## src/rtl/axil_jtag_mailbox.sv

```systemverilog
// AXI-lite slave mailbox between the CPU and the JTAG shift logic.
// Independent TX (CPU->host) and RX (host->CPU) circular FIFOs, a status
// register, an interrupt enable register and a maskable level interrupt.
module axil_jtag_mailbox #(
   parameter int DATA_W = 32,
   parameter int DEPTH  = 16,
   parameter int ADDR_W = 32
) (
   input  logic              sclk,
   input  logic              reset,
   input  logic [ADDR_W-1:0] s_axi_awaddr_i,
   input  logic              s_axi_awvalid_i,
   output logic              s_axi_awready_o,
   input  logic [31:0]       s_axi_wdata_i,
   input  logic [3:0]        s_axi_wstrb_i,
   input  logic              s_axi_wvalid_i,
   output logic              s_axi_wready_o,
   output logic [1:0]        s_axi_bresp_o,
   output logic              s_axi_bvalid_o,
   input  logic              s_axi_bready_i,
   input  logic [ADDR_W-1:0] s_axi_araddr_i,
   input  logic              s_axi_arvalid_i,
   output logic              s_axi_arready_o,
   output logic [31:0]       s_axi_rdata_o,
   output logic [1:0]        s_axi_rresp_o,
   output logic              s_axi_rvalid_o,
   input  logic              s_axi_rready_i,
   output logic [DATA_W-1:0] h_tx_data,
   output logic              h_tx_valid,
   input  logic              h_tx_ready,
   input  logic [DATA_W-1:0] h_rx_data,
   input  logic              h_rx_valid,
   output logic              h_rx_ready,
   output logic              INT
);
   localparam int PTR_W = $clog2(DEPTH);
   localparam int CNT_W = PTR_W + 1;
   localparam logic [1:0] RESP_OKAY   = 2'b00;
   localparam logic [1:0] RESP_SLVERR = 2'b10;

   typedef enum logic {W_IDLE, W_RESP} w_state_t;
   typedef enum logic {R_IDLE, R_DATA} r_state_t;

   w_state_t          w_state_q, w_state_d;
   r_state_t          r_state_q, r_state_d;
   logic [1:0]        bresp_q, bresp_d, rresp_q, rresp_d;
   logic [31:0]       rdata_q, rdata_d;
   logic [DATA_W-1:0] tx_mem_q [DEPTH];
   logic [DATA_W-1:0] rx_mem_q [DEPTH];
   logic [PTR_W-1:0]  tx_wr_q, tx_wr_d, tx_rd_q, tx_rd_d;
   logic [PTR_W-1:0]  rx_wr_q, rx_wr_d, rx_rd_q, rx_rd_d;
   logic [CNT_W-1:0]  tx_cnt_q, tx_cnt_d, rx_cnt_q, rx_cnt_d;
   logic [2:0]        int_en_q, int_en_d;
   logic              ovf_q, ovf_d, int_q, int_d;
   logic              tx_full, tx_empty, rx_full, rx_empty;
   logic              tx_push, tx_pop, rx_push, rx_pop, ovf_clr;
   logic              wr_addr_ok, rd_addr_ok;
   logic [2:0]        int_stat;
   logic [31:0]       status;
   logic              unused_addr_bits;

   assign tx_full    = (tx_cnt_q == CNT_W'(DEPTH));
   assign tx_empty   = (tx_cnt_q == '0);
   assign rx_full    = (rx_cnt_q == CNT_W'(DEPTH));
   assign rx_empty   = (rx_cnt_q == '0);
   assign wr_addr_ok = (s_axi_awaddr_i[ADDR_W-1:4] == '0);
   assign rd_addr_ok = (s_axi_araddr_i[ADDR_W-1:4] == '0);
   assign int_stat   = {ovf_q, tx_empty, !rx_empty};
   assign status     = {8'h00, 8'(rx_cnt_q), 8'(tx_cnt_q), 4'h0,
                        rx_empty, rx_full, tx_empty, tx_full};
   assign unused_addr_bits = ^{s_axi_awaddr_i[1:0], s_axi_araddr_i[1:0]};

   assign s_axi_wready_o = s_axi_awready_o;
   assign s_axi_bvalid_o = (w_state_q == W_RESP);
   assign s_axi_bresp_o  = bresp_q;
   assign s_axi_rvalid_o = (r_state_q == R_DATA);
   assign s_axi_rresp_o  = rresp_q;
   assign s_axi_rdata_o  = rdata_q;
   assign h_tx_valid     = !tx_empty;
   assign h_tx_data      = tx_mem_q[tx_rd_q];
   assign h_rx_ready     = !rx_full;
   assign INT            = int_q;

   // Write channel: accept address and data together, perform the register action at the handshake.
   always_comb begin
      w_state_d       = w_state_q;
      bresp_d         = bresp_q;
      int_en_d        = int_en_q;
      tx_push         = 1'b0;
      ovf_clr         = 1'b0;
      s_axi_awready_o = 1'b0;
      case (w_state_q)
         W_IDLE: begin
            if (reset && s_axi_awvalid_i && s_axi_wvalid_i) begin
               s_axi_awready_o = 1'b1;
               w_state_d       = W_RESP;
               bresp_d         = RESP_SLVERR;
               if (wr_addr_ok) begin
                  case (s_axi_awaddr_i[3:2])
                     2'd0: if (s_axi_wstrb_i == 4'hF && !tx_full) begin
                        tx_push = 1'b1;
                        bresp_d = RESP_OKAY;
                     end
                     2'd2: if (s_axi_wstrb_i[0]) begin
                        int_en_d = s_axi_wdata_i[2:0];
                        bresp_d  = RESP_OKAY;
                     end
                     2'd3: begin
                        ovf_clr = s_axi_wdata_i[2];
                        bresp_d = RESP_OKAY;
                     end
                     default: ;
                  endcase
               end
            end
         end
         default: if (s_axi_bready_i) w_state_d = W_IDLE;
      endcase
   end

   // Read channel: register the response and pop RX at the address handshake.
   always_comb begin
      r_state_d       = r_state_q;
      rresp_d         = rresp_q;
      rdata_d         = rdata_q;
      rx_pop          = 1'b0;
      s_axi_arready_o = 1'b0;
      case (r_state_q)
         R_IDLE: begin
            s_axi_arready_o = reset;
            if (reset && s_axi_arvalid_i) begin
               r_state_d = R_DATA;
               rresp_d   = RESP_SLVERR;
               rdata_d   = '0;
               if (rd_addr_ok) begin
                  case (s_axi_araddr_i[3:2])
                     2'd0: if (!rx_empty) begin
                        rx_pop  = 1'b1;
                        rdata_d = 32'(rx_mem_q[rx_rd_q]);
                        rresp_d = RESP_OKAY;
                     end
                     2'd1: begin
                        rdata_d = status;
                        rresp_d = RESP_OKAY;
                     end
                     2'd2: begin
                        rdata_d = {29'd0, int_en_q};
                        rresp_d = RESP_OKAY;
                     end
                     default: begin
                        rdata_d = {29'd0, int_stat};
                        rresp_d = RESP_OKAY;
                     end
                  endcase
               end
            end
         end
         default: if (s_axi_rready_i) r_state_d = R_IDLE;
      endcase
   end

   // FIFO pointers/counts, sticky overflow (set beats clear) and the registered interrupt.
   always_comb begin
      tx_pop   = !tx_empty && h_tx_ready;
      rx_push  = h_rx_valid && !rx_full;
      tx_wr_d  = tx_push ? tx_wr_q + 1'b1 : tx_wr_q;
      tx_rd_d  = tx_pop  ? tx_rd_q + 1'b1 : tx_rd_q;
      rx_wr_d  = rx_push ? rx_wr_q + 1'b1 : rx_wr_q;
      rx_rd_d  = rx_pop  ? rx_rd_q + 1'b1 : rx_rd_q;
      tx_cnt_d = tx_cnt_q + CNT_W'(tx_push) - CNT_W'(tx_pop);
      rx_cnt_d = rx_cnt_q + CNT_W'(rx_push) - CNT_W'(rx_pop);
      ovf_d    = (ovf_q && !ovf_clr) || (h_rx_valid && rx_full);
      int_d    = |(int_stat & int_en_q);
   end

   // FIFO storage; contents are meaningless outside the count, so no reset.
   always_ff @(posedge sclk) begin
      if (tx_push) tx_mem_q[tx_wr_q] <= s_axi_wdata_i[DATA_W-1:0];
      if (rx_push) rx_mem_q[rx_wr_q] <= h_rx_data;
   end

   // Control state registers.
   always_ff @(posedge sclk or negedge reset) begin
      if (!reset) begin
         w_state_q <= W_IDLE;
         r_state_q <= R_IDLE;
         bresp_q   <= '0;
         rresp_q   <= '0;
         rdata_q   <= '0;
         tx_wr_q   <= '0;
         tx_rd_q   <= '0;
         rx_wr_q   <= '0;
         rx_rd_q   <= '0;
         tx_cnt_q  <= '0;
         rx_cnt_q  <= '0;
         int_en_q  <= '0;
         ovf_q     <= 1'b0;
         int_q     <= 1'b0;
      end else begin
         w_state_q <= w_state_d;
         r_state_q <= r_state_d;
         bresp_q   <= bresp_d;
         rresp_q   <= rresp_d;
         rdata_q   <= rdata_d;
         tx_wr_q   <= tx_wr_d;
         tx_rd_q   <= tx_rd_d;
         rx_wr_q   <= rx_wr_d;
         rx_rd_q   <= rx_rd_d;
         tx_cnt_q  <= tx_cnt_d;
         rx_cnt_q  <= rx_cnt_d;
         int_en_q  <= int_en_d;
         ovf_q     <= ovf_d;
         int_q     <= int_d;
      end
   end
endmodule

```

## config.mk

```make
export PLATFORM = sky130hd
export DESIGN_NAME = axil_jtag_mailbox
export DESIGN_NICKNAME = d
export VERILOG_FILES = /design/src/rtl/axil_jtag_mailbox.sv
export SDC_FILE = /design/constraint.sdc
export NUM_CORES = 1
export LEC_CHECK = 0
export CAP_MARGIN = 0
export CORE_ASPECT_RATIO = 0.75
export CORE_MARGIN = 5
export CORE_UTILIZATION = 64
export DETAILED_ROUTE_END_ITERATION = 12
export MAX_ROUTING_LAYER = met4
export PLACE_DENSITY = 0.9
export SKIP_CTS_REPAIR_TIMING = 1
export SYNTH_ARGS = -nofsm -noshare
export SYNTH_HDL_FRONTEND = slang
export SYNTH_SLANG_ARGS = --single-unit
```

## constraint.sdc

```tcl
create_clock -name sclk -period 8.1 [get_ports sclk]
set_clock_uncertainty 0.2 [all_clocks]
set_input_delay 1.62 -clock sclk [delete_from_list [all_inputs] [get_ports sclk]]
set_output_delay 1.62 -clock sclk [all_outputs]
set_load 0.02 [all_outputs]
```

Word level (Yosys, flattened, before mapping) --
Memory sizes are Yosys's and may differ from the RTL's. Index checks and enable logic that the tools add are counted.
Storage, ports and cells: memories 2, output and inout port bits 76, bits in writable memories 1024, logic and storage cells 94, bits in registers 69, bits of input ports 141
Cells by class: multiplexer cells 36, reduce and logical (&&, ||, !) cells 24, eq/ne operators 7, $add $sub $neg 8, bitwise logic cells 3
Memory list:
- rx_mem_q | words 16, width 32, rd ports 1, clocked after memory_dff 0, wr ports 1, RTL line 49 | logic [DATA_W-1:0] rx_mem_q [DEPTH];
- tx_mem_q | words 16, width 32, rd ports 1, clocked after memory_dff 0, wr ports 1, RTL line 48 | logic [DATA_W-1:0] tx_mem_q [DEPTH];
Operators by type and width (count):
- 32-bit one-hot mux with 3 select lines | 1
- 32-bit two-way mux | 2
- 28-bit logical NOT | 2
- 1-bit two-way mux | 26
- 4-bit by 1-bit adder with 4-bit output, second input constant | 4
- 2-bit two-way mux | 6
- 5-bit by 1-bit adder with 5-bit output | 2
- 5-bit equality test, second input constant | 2
- 5-bit logical NOT | 2
- 5-bit by 1-bit subtractor with 5-bit output | 2
- 1-bit logical AND | 8
- 2-bit equality test, second input constant | 3
- 2-bit one-hot mux with 3 select lines | 1
- 1-bit logical NOT | 5
- 5-bit AND reduction | 1
- 4-bit equality test, second input constant | 1
- 2-bit logical NOT | 2
- 2-bit AND reduction | 2
- 3-bit bitwise AND | 1
- 3-bit OR reduction | 1
- 2-bit by 1-bit equality test with 1-bit output, second input constant | 1
- 1-bit NOT | 2
- 1-bit logical OR | 1

Logic depth before layout (Yosys ltp) --
Gate-level depths: netlist of the first run.
depth in word-level cells 10, mapped depth 17, depth with buffers taken out 16

Worst setup path after synthesis of the first run --
No wires, ideal clock.
path type input -> register, start point in reset, end point mem tx_mem_q[3][0] (enable), arrival 5.771 ns, setup slack 1.628 ns, library setup time 0.502 ns, path buffers 1, cell stages on the path 6, data required time 7.398 ns, cells stage by stage and4b_1 -> nand4_1 -> nor4bb_1 -> buf_2 -> inv_2 -> nor4_1
Between the ends: longest elaborated chain between the ends 6
RTL lines:
- start, declared | RTL line 10 | input logic reset,
- 1-bit logical AND (2 in a row) | RTL line 94 | if (reset && s_axi_awvalid_i && s_axi_wvalid_i) begin
- 1-bit two-way mux | RTL line 94
- 1-bit two-way mux | RTL line 92 | case (w_state_q)
- 1-bit two-way mux | RTL line 178 | if (tx_push) tx_mem_q[tx_wr_q] <= s_axi_wdata_i[DATA_W-1:0];
- 1-bit two-way mux (not written as such) | RTL line 178
- end, declared | RTL line 48
No other way between the ends.

Worst setup path in the final report of the first run --
start point reg tx_rd_q[0], end point out h_tx_data[2]
Between the ends: longest elaborated chain between the ends 1
RTL lines:
- start, declared | RTL line 50 | logic [PTR_W-1:0] tx_wr_q, tx_wr_d, tx_rd_q, tx_rd_d;
- start signal, assigned | RTL line 206 | tx_rd_q <= tx_rd_d;
- memory read 16 x 32 bit
- end, declared | RTL line 28 | output logic [DATA_W-1:0] h_tx_data,
No other way between the ends.

==> flow_summary.toml, run 1 <==
[status]
status = "completed"

[timing]
rsz0062_at_grt = "false"
setup_ws_ns = 2.103
fmax_ghz = 0.1667
min_period_ns = 5.997
worst_pin_slew_ns = 1.154
fin_crit_sh = 0.7404
setup_viol_count_final = 0
final.setup.tns_ns = 0
final_hold_viol_count = 0
drv_slew = 0
maxSlewHeadroom = 0.2199

[yosys]
synth_area_leaders = "edfxtp_1, mux4_2, dfrtp_1"
synth_top_family_by_area = "multiplexers"
syn_inst = 1935
yosysUniqueCellTypes = 49
synth.cells.most_frequent = "edfxtp_1, mux4_2, nand2_1"
ys_ff_latch = 1091
post-synth-top-count-cell = "edfxtp_1"
yosysWarnings = 0
synth_fa_ha_area_frac = 0.007496
synth-simple-area-share = 0.02629
yosysSeqAreaShare = 0.7709
ys_async_sr_fraction = 0.06141
synth-xor-area-share = 0.004164
syn_area_per_cell_um2 = 21.74
synthMuxAreaShare = 0.1579
synthDominantCellAreaShare = 0.7310
synth_edf_count = 1024
ys.flop_type = "edfxtp_1"
synth_compound_area_frac = 0.01823
synth_top_area_cell = "edfxtp_1"
syn_area_mm2 = 0.04206

[critical_path]
critPathCaptureType = "primary output"
cp_max_fo = 90
path_delay_family = "buffers and inverters"
arrival_ns = 4.18
required_ns = 6.28
critPathKind = "flop to primary output"
critical_path.most_common_cell = "mux4_2"
critPathMaxStageDelay_ns = 1.00
critPathBufInv = 2
critPathLaunchType = "flop"
critical-path-slowest-cell = "dfrtp_4"
path_cells = "buf_12 > mux4_2 > mux4_2 > clkdlybuf4s50_1"

[finish]
fin_nets = 2352
postLayoutCellArea_mm2 = 0.04856
area_delta_synth_final_pct = 15.44
multiInputGateArea_mm2 = 0.009215
seqCellArea_mm2 = 0.03245
fill_cells = 3168
drive_gt1_frac = 0.2312

[drt]
vias = 22570
drt-pass1-iter-count = 6
top_layer_used = "met4"
drt-met1-wl_mm = 37.13
ant_nets = 0
drc_errors = 0
wl_met3_mm = 13.69
wl_mm = 112.2
wl_met2_mm = 56.17
wl_per_cell_um = 35.60
drtIter0Drc = 3432
viasPerCell = 7.157

[power]
total_power_mw = 14.24
ir_worst_vdd_mv = 0.2639
p_per_area_mw_per_mm2 = 293.2
cellLeakagePower_nw = 15.53

[min_path]
min_path_type = "flop to flop"

[placement]
place_area_mm2 = 0.04532
numPortBuffers = 210
gp_congestion = 0.7778
dpl.hpwl_mm = 54.29
dp_slack_ns = 2.618

[global_route]
grt_max_degree = 91
grt_pass1_wl_mm = 160.8
grtUsageTotal = 0.3255
grt_pass1_vias = 23370
antenna_found_initial = 11
grt-ovfl-total = 0

[cts]
root_buffer = "clkbuf_16"
clk_path_buf_depth = 3
cts_sinks = 1091
cts_tree = "built"
htreeDepth = 3
clk_latency_ns = 0.69
clk_pin_slew_ns = 0.06
tritoncts.num_buffers = 98

[floorplan]
die_y_um = 232.0
ioPinCount = 217
dieArea_mm2 = 0.07101
core-area_mm2 = 0.06517
rows = 81
die_width_um = 306.0
initial_core_util = 0.6455

[job]
drv_cap = 0
layout by cell type (no fill, tap or decap), types with 4 or more instances in the layout:
master	count
o21ai_0	24
nor4_1	14
diode_2	11
ha_1	22
xor2_1	4
dfrtp_4	4
nor3_2	4
mux2i_1	19
clkbuf_8	4
mux4_2	284
and2_2	4
inv_1	30
a21o_1	4
nand4_1	8
clkinvlp_4	7
dfrtp_2	4
clkinv_2	23
nor2_1	15
buf_4	43
a22oi_1	5
clkbuf_16	99
a221o_1	11
xnor2_1	16
bufinv_16	7
clkdlybuf4s50_1	209
clkinv_1	16
edfxtp_1	1024
a21oi_1	44
a211oi_1	22
nor4_2	8
nand2_1	128
mux2_2	5
dfrtp_1	59
clkbuf_1	19
nor2_4	16
nor2b_1	17
power breakdown:
group	internal, mW	switching, mW	total, mW
clock network	2.54	2.14	4.68
registers	6.49	0.260	6.75
logic	1.34	1.47	2.81
flip-flops by register name (all words and copies together), names as in the netlist, 3 cells and up:
signal	count
rx_mem_q	512
tx_mem_q	512
s_axi_rdata_o	32
rx_cnt_q	5
tx_cnt_q	5
rx_rd_q	4
rx_wr_q	4
tx_rd_q	4
tx_wr_q	4
int_en_q	3
cells by family after synthesis:
| group | Yosys count |
|---|---|
| buffers and inverters | 134 |
| muxes | 308 |
| DFF | 1091 |
| and+or+nand+nor | 237 |
| AOI/OAI and AO/OA | 120 |
| other | 1 |
| adders and majority gates | 24 |
| xor gates and xnor gates | 20 |
worst register-to-register path, stage by stage, from the launching register on:
cell and delay (ns):
dfrtp_1 0.45, inv_1 0.11, ha_1 0.24, nor4bb_1 0.18
buf_4 0.20, nor2b_1 0.62, nand2_1 0.48, nor2_4 0.64
buf_4 0.54
final timing paths:
check / from / end / slack (ns) / cells past startpoint
worst max-delay path: tx_rd_q[0] / h_tx_data[2] / 2.10 / 4
worst min-delay path: s_axi_rdata_o[15] / s_axi_rdata_o[15] / 0.30 / 2
worst max register to register: rx_cnt_q[2] / rx_mem_q[15][18] / 4.06 / 8
worst min register to register: s_axi_rdata_o[15] / s_axi_rdata_o[15] / 0.30 / 2
max in group asynchronous: reset / rx_rd_q[2] / 5.81 / 2
min in group asynchronous: reset / s_axi_rdata_o[11] / 0.56 / 1
stage by stage:
| stage | hold WS (ns) | std cells | util |
|---|---|---|---|
| floorplan | 0.2776 | 1936 | - |
| global placement | 0.2571 | 2958 | 0.6955 |
| detailed placement | 0.2817 | 2958 | 0.6955 |
| CTS | 0.2951 | 3142 | 0.7448 |
| global route | 0.3278 | 3153 | 0.7452 |
| finish | 0.2988 | 3153 | 0.7452 |
cell type report:
class                           instances  share of cell area
Antenna cell                           11           0.0005668
Clock inverter                         62             0.01250
Timing Repair Buffer                  254             0.05055
Clock buffer                          122             0.05362
Tap cell                              871             0.02244
Sequential cell                      1091              0.6682
Multi-Input combinational cell        711              0.1898
Inverter                               31            0.002396
routing by layer:
metal / vias to the layer above / track usage
li1: 8523 / -
met4: 0 / 0.1241
met3: 388 / 0.07477
met5: - / -
met2: 2109 / 0.5223
met1: 11550 / 0.4179
Note: power is estimated with default switching activity, not from simulation.
==> inputs of run 2 (changes only) <==
CORE_UTILIZATION = 60   (was 64)
PLACE_DENSITY = 0.86   (was 0.9)
clock period = 5.7 ns   (was 8.1 ns; I/O delays follow)
==> flow_summary.toml, run 2 (same netlist as run 1, synthesis figures left out) <==
[power]
switching_power_mw = 5.343
p_clk_frac = 0.329
ir_worst_vdd_mv = 0.2725
switching_share = 0.2646
total_power_mw = 20.19
seq_power_share = 0.477
power_frac_comb = 0.194
p_per_area_mw_per_mm2 = 413.6
intPower_mw = 14.85
cellLeakagePower_nw = 15.65

[placement]
numPortBuffers = 210
dp_cells = 3049
gp_congestion = 0.7936
dpl.hpwl_mm = 53.81
dp_slack_ns = 0.5942
place_area_mm2 = 0.04559

[floorplan]
initial_core_util = 0.6028
die_y_um = 239.3
core-area_mm2 = 0.06979
ioPinCount = 217
die_width_um = 315.7
rows = 84
dieArea_mm2 = 0.07556

[status]
status = "completed"

[critical_path]
critPathBufInv = 2
path_cells = "buf_4 > mux4_2 > mux4_2 > clkdlybuf4s50_1"
arrival_ns = 3.79
critPathLaunchType = "flop"
critPathLaunch = "tx_rd_q[0]"
required_ns = 4.36
critical_path.most_common_cell = "mux4_2"
path_delay_family = "buffers and inverters"
critPathMaxStageDelay_ns = 0.90
critPathKind = "flop to primary output"
critPathCaptureType = "primary output"
cp_max_fo = 33
reg2reg_from = "rx_cnt_q[3]"
critical-path-slowest-cell = "dfrtp_4"

[cts]
cts_tree = "built"
clk_path_buf_depth = 3
clk_latency_ns = 0.67
tritoncts.num_buffers = 97
htreeDepth = 3
root_buffer = "clkbuf_16"
clk_pin_slew_ns = 0.06
cts_sinks = 1091

[global_route]
grt_pass1_vias = 22770
grt_pass1_wl_mm = 153.8
grtUsageTotal = 0.2906
grt-ovfl-total = 0
antenna_found_initial = 7
grt_max_degree = 60

[finish]
postLayoutCellArea_mm2 = 0.04882
drive_gt1_frac = 0.2350
fin_nets = 2367
finalNonFillerCells = 3240
layout_common_cells = "edfxtp_1, mux4_2, clkdlybuf4s50_1"
area_delta_synth_final_pct = 16.06
layout_commonest_cell = "edfxtp_1"

[drt]
drtIter0Drc = 2881
wl_per_cell_um = 32.40
viasPerCell = 6.779
drc_errors = 0
vias = 21960
drt-pass1-iter-count = 5
ant_nets = 0
wl_mm = 105.0

[timing]
drv_slew = 0
maxSlewHeadroom = 0.2700
worst_pin_slew_ns = 1.080
setup_viol_count_final = 0
setup_ws_ns = 0.5710
final_hold_viol_count = 0
fin_crit_sh = 0.8998
rsz0062_at_grt = "false"
min_period_ns = 5.129
finalHoldWorstSlack_ns = 0.2740
fmax_ghz = 0.1950

[job]
drv_cap = 0

[min_path]
hp-start = "s_axi_rdata_o[1]"
min_path_type = "flop to flop"
## run 2: cell types whose count changed in the layout (fill, tap and decap cells not counted), moves of 3 or more
cell        before  now
clkinvlp_4       7    3
bufinv_16        7   10
clkinv_1        16   20
buf_12           2    6
inv_6            1    5
clkbuf_1        19   16
buf_4           43   55
## run 2: path summary, 6_finish.rpt
path,to,slack (ns),cells after the start
min in group asynchronous,s_axi_rdata_o[30],0.38,2
worst min register to register,s_axi_rdata_o[1],0.27,2
max in group asynchronous,tx_rd_q[0],3.82,3
worst max-delay path,h_tx_data[1],0.57,4
worst max register to register,rx_cnt_q[4],1.73,13
worst min-delay path,s_axi_rdata_o[1],0.27,2
## run 2: metal layers
layer | vias to the layer above | GRT usage | wire, um
li1 | 8556 | - | -
met1 | 11480 | 0.3914 | 37710
met2 | 1695 | 0.4618 | 52600
met3 | 236 | 0.06228 | 11390
met4 | 0 | 0.08473 | 3274
met5 | - | - | 0
## run 2: through the flow
step	utilization	setup TNS (ns)
after global placement	0.6532	0
after detailed placement	0.6532	0
after global routing	0.6995	0
after CTS	0.6992	0
final	0.6996	0
after floorplan	-	-74.78
## run 2: worst register-to-register path: stages, from the launching register on
cell and delay, ns:
dfrtp_1 0.42, inv_1 0.10, ha_1 0.20, nor4bb_1 0.87, nor2b_1 0.50, inv_1 0.18
ha_1 0.17, inv_1 0.05, ha_1 0.20, fa_1 0.44, a21oi_1 0.18, nor2_1 0.07
nor2_1 0.16, xnor2_1 0.14
## run 2: power by group through the flow
stage / Combinational [mW] / Clock [mW] / Sequential (mW)
3_3_place_gp: 3.68 / 0 / 9.73
6_report: 3.93 / 6.64 / 9.63
3_5_place_dp: 3.81 / 0 / 9.78
4_1_cts: 3.95 / 6.68 / 9.63
5_1_grt: 4.12 / 7.07 / 9.66
2_1_floorplan: 2.61 / 0 / 9.49
## run 2: cell type report
type / instances / area (um^2)
Antenna cell: 9 / 22.52
Tap cell: 946 / 1184
Timing Repair Buffer: 270 / 2625
Sequential cell: 1091 / 32440
Clock buffer: 119 / 2570
Inverter: 31 / 116.4
Fill cell: 3913 / 20970
Multi-Input combinational cell: 711 / 9215
Clock inverter: 63 / 643.1
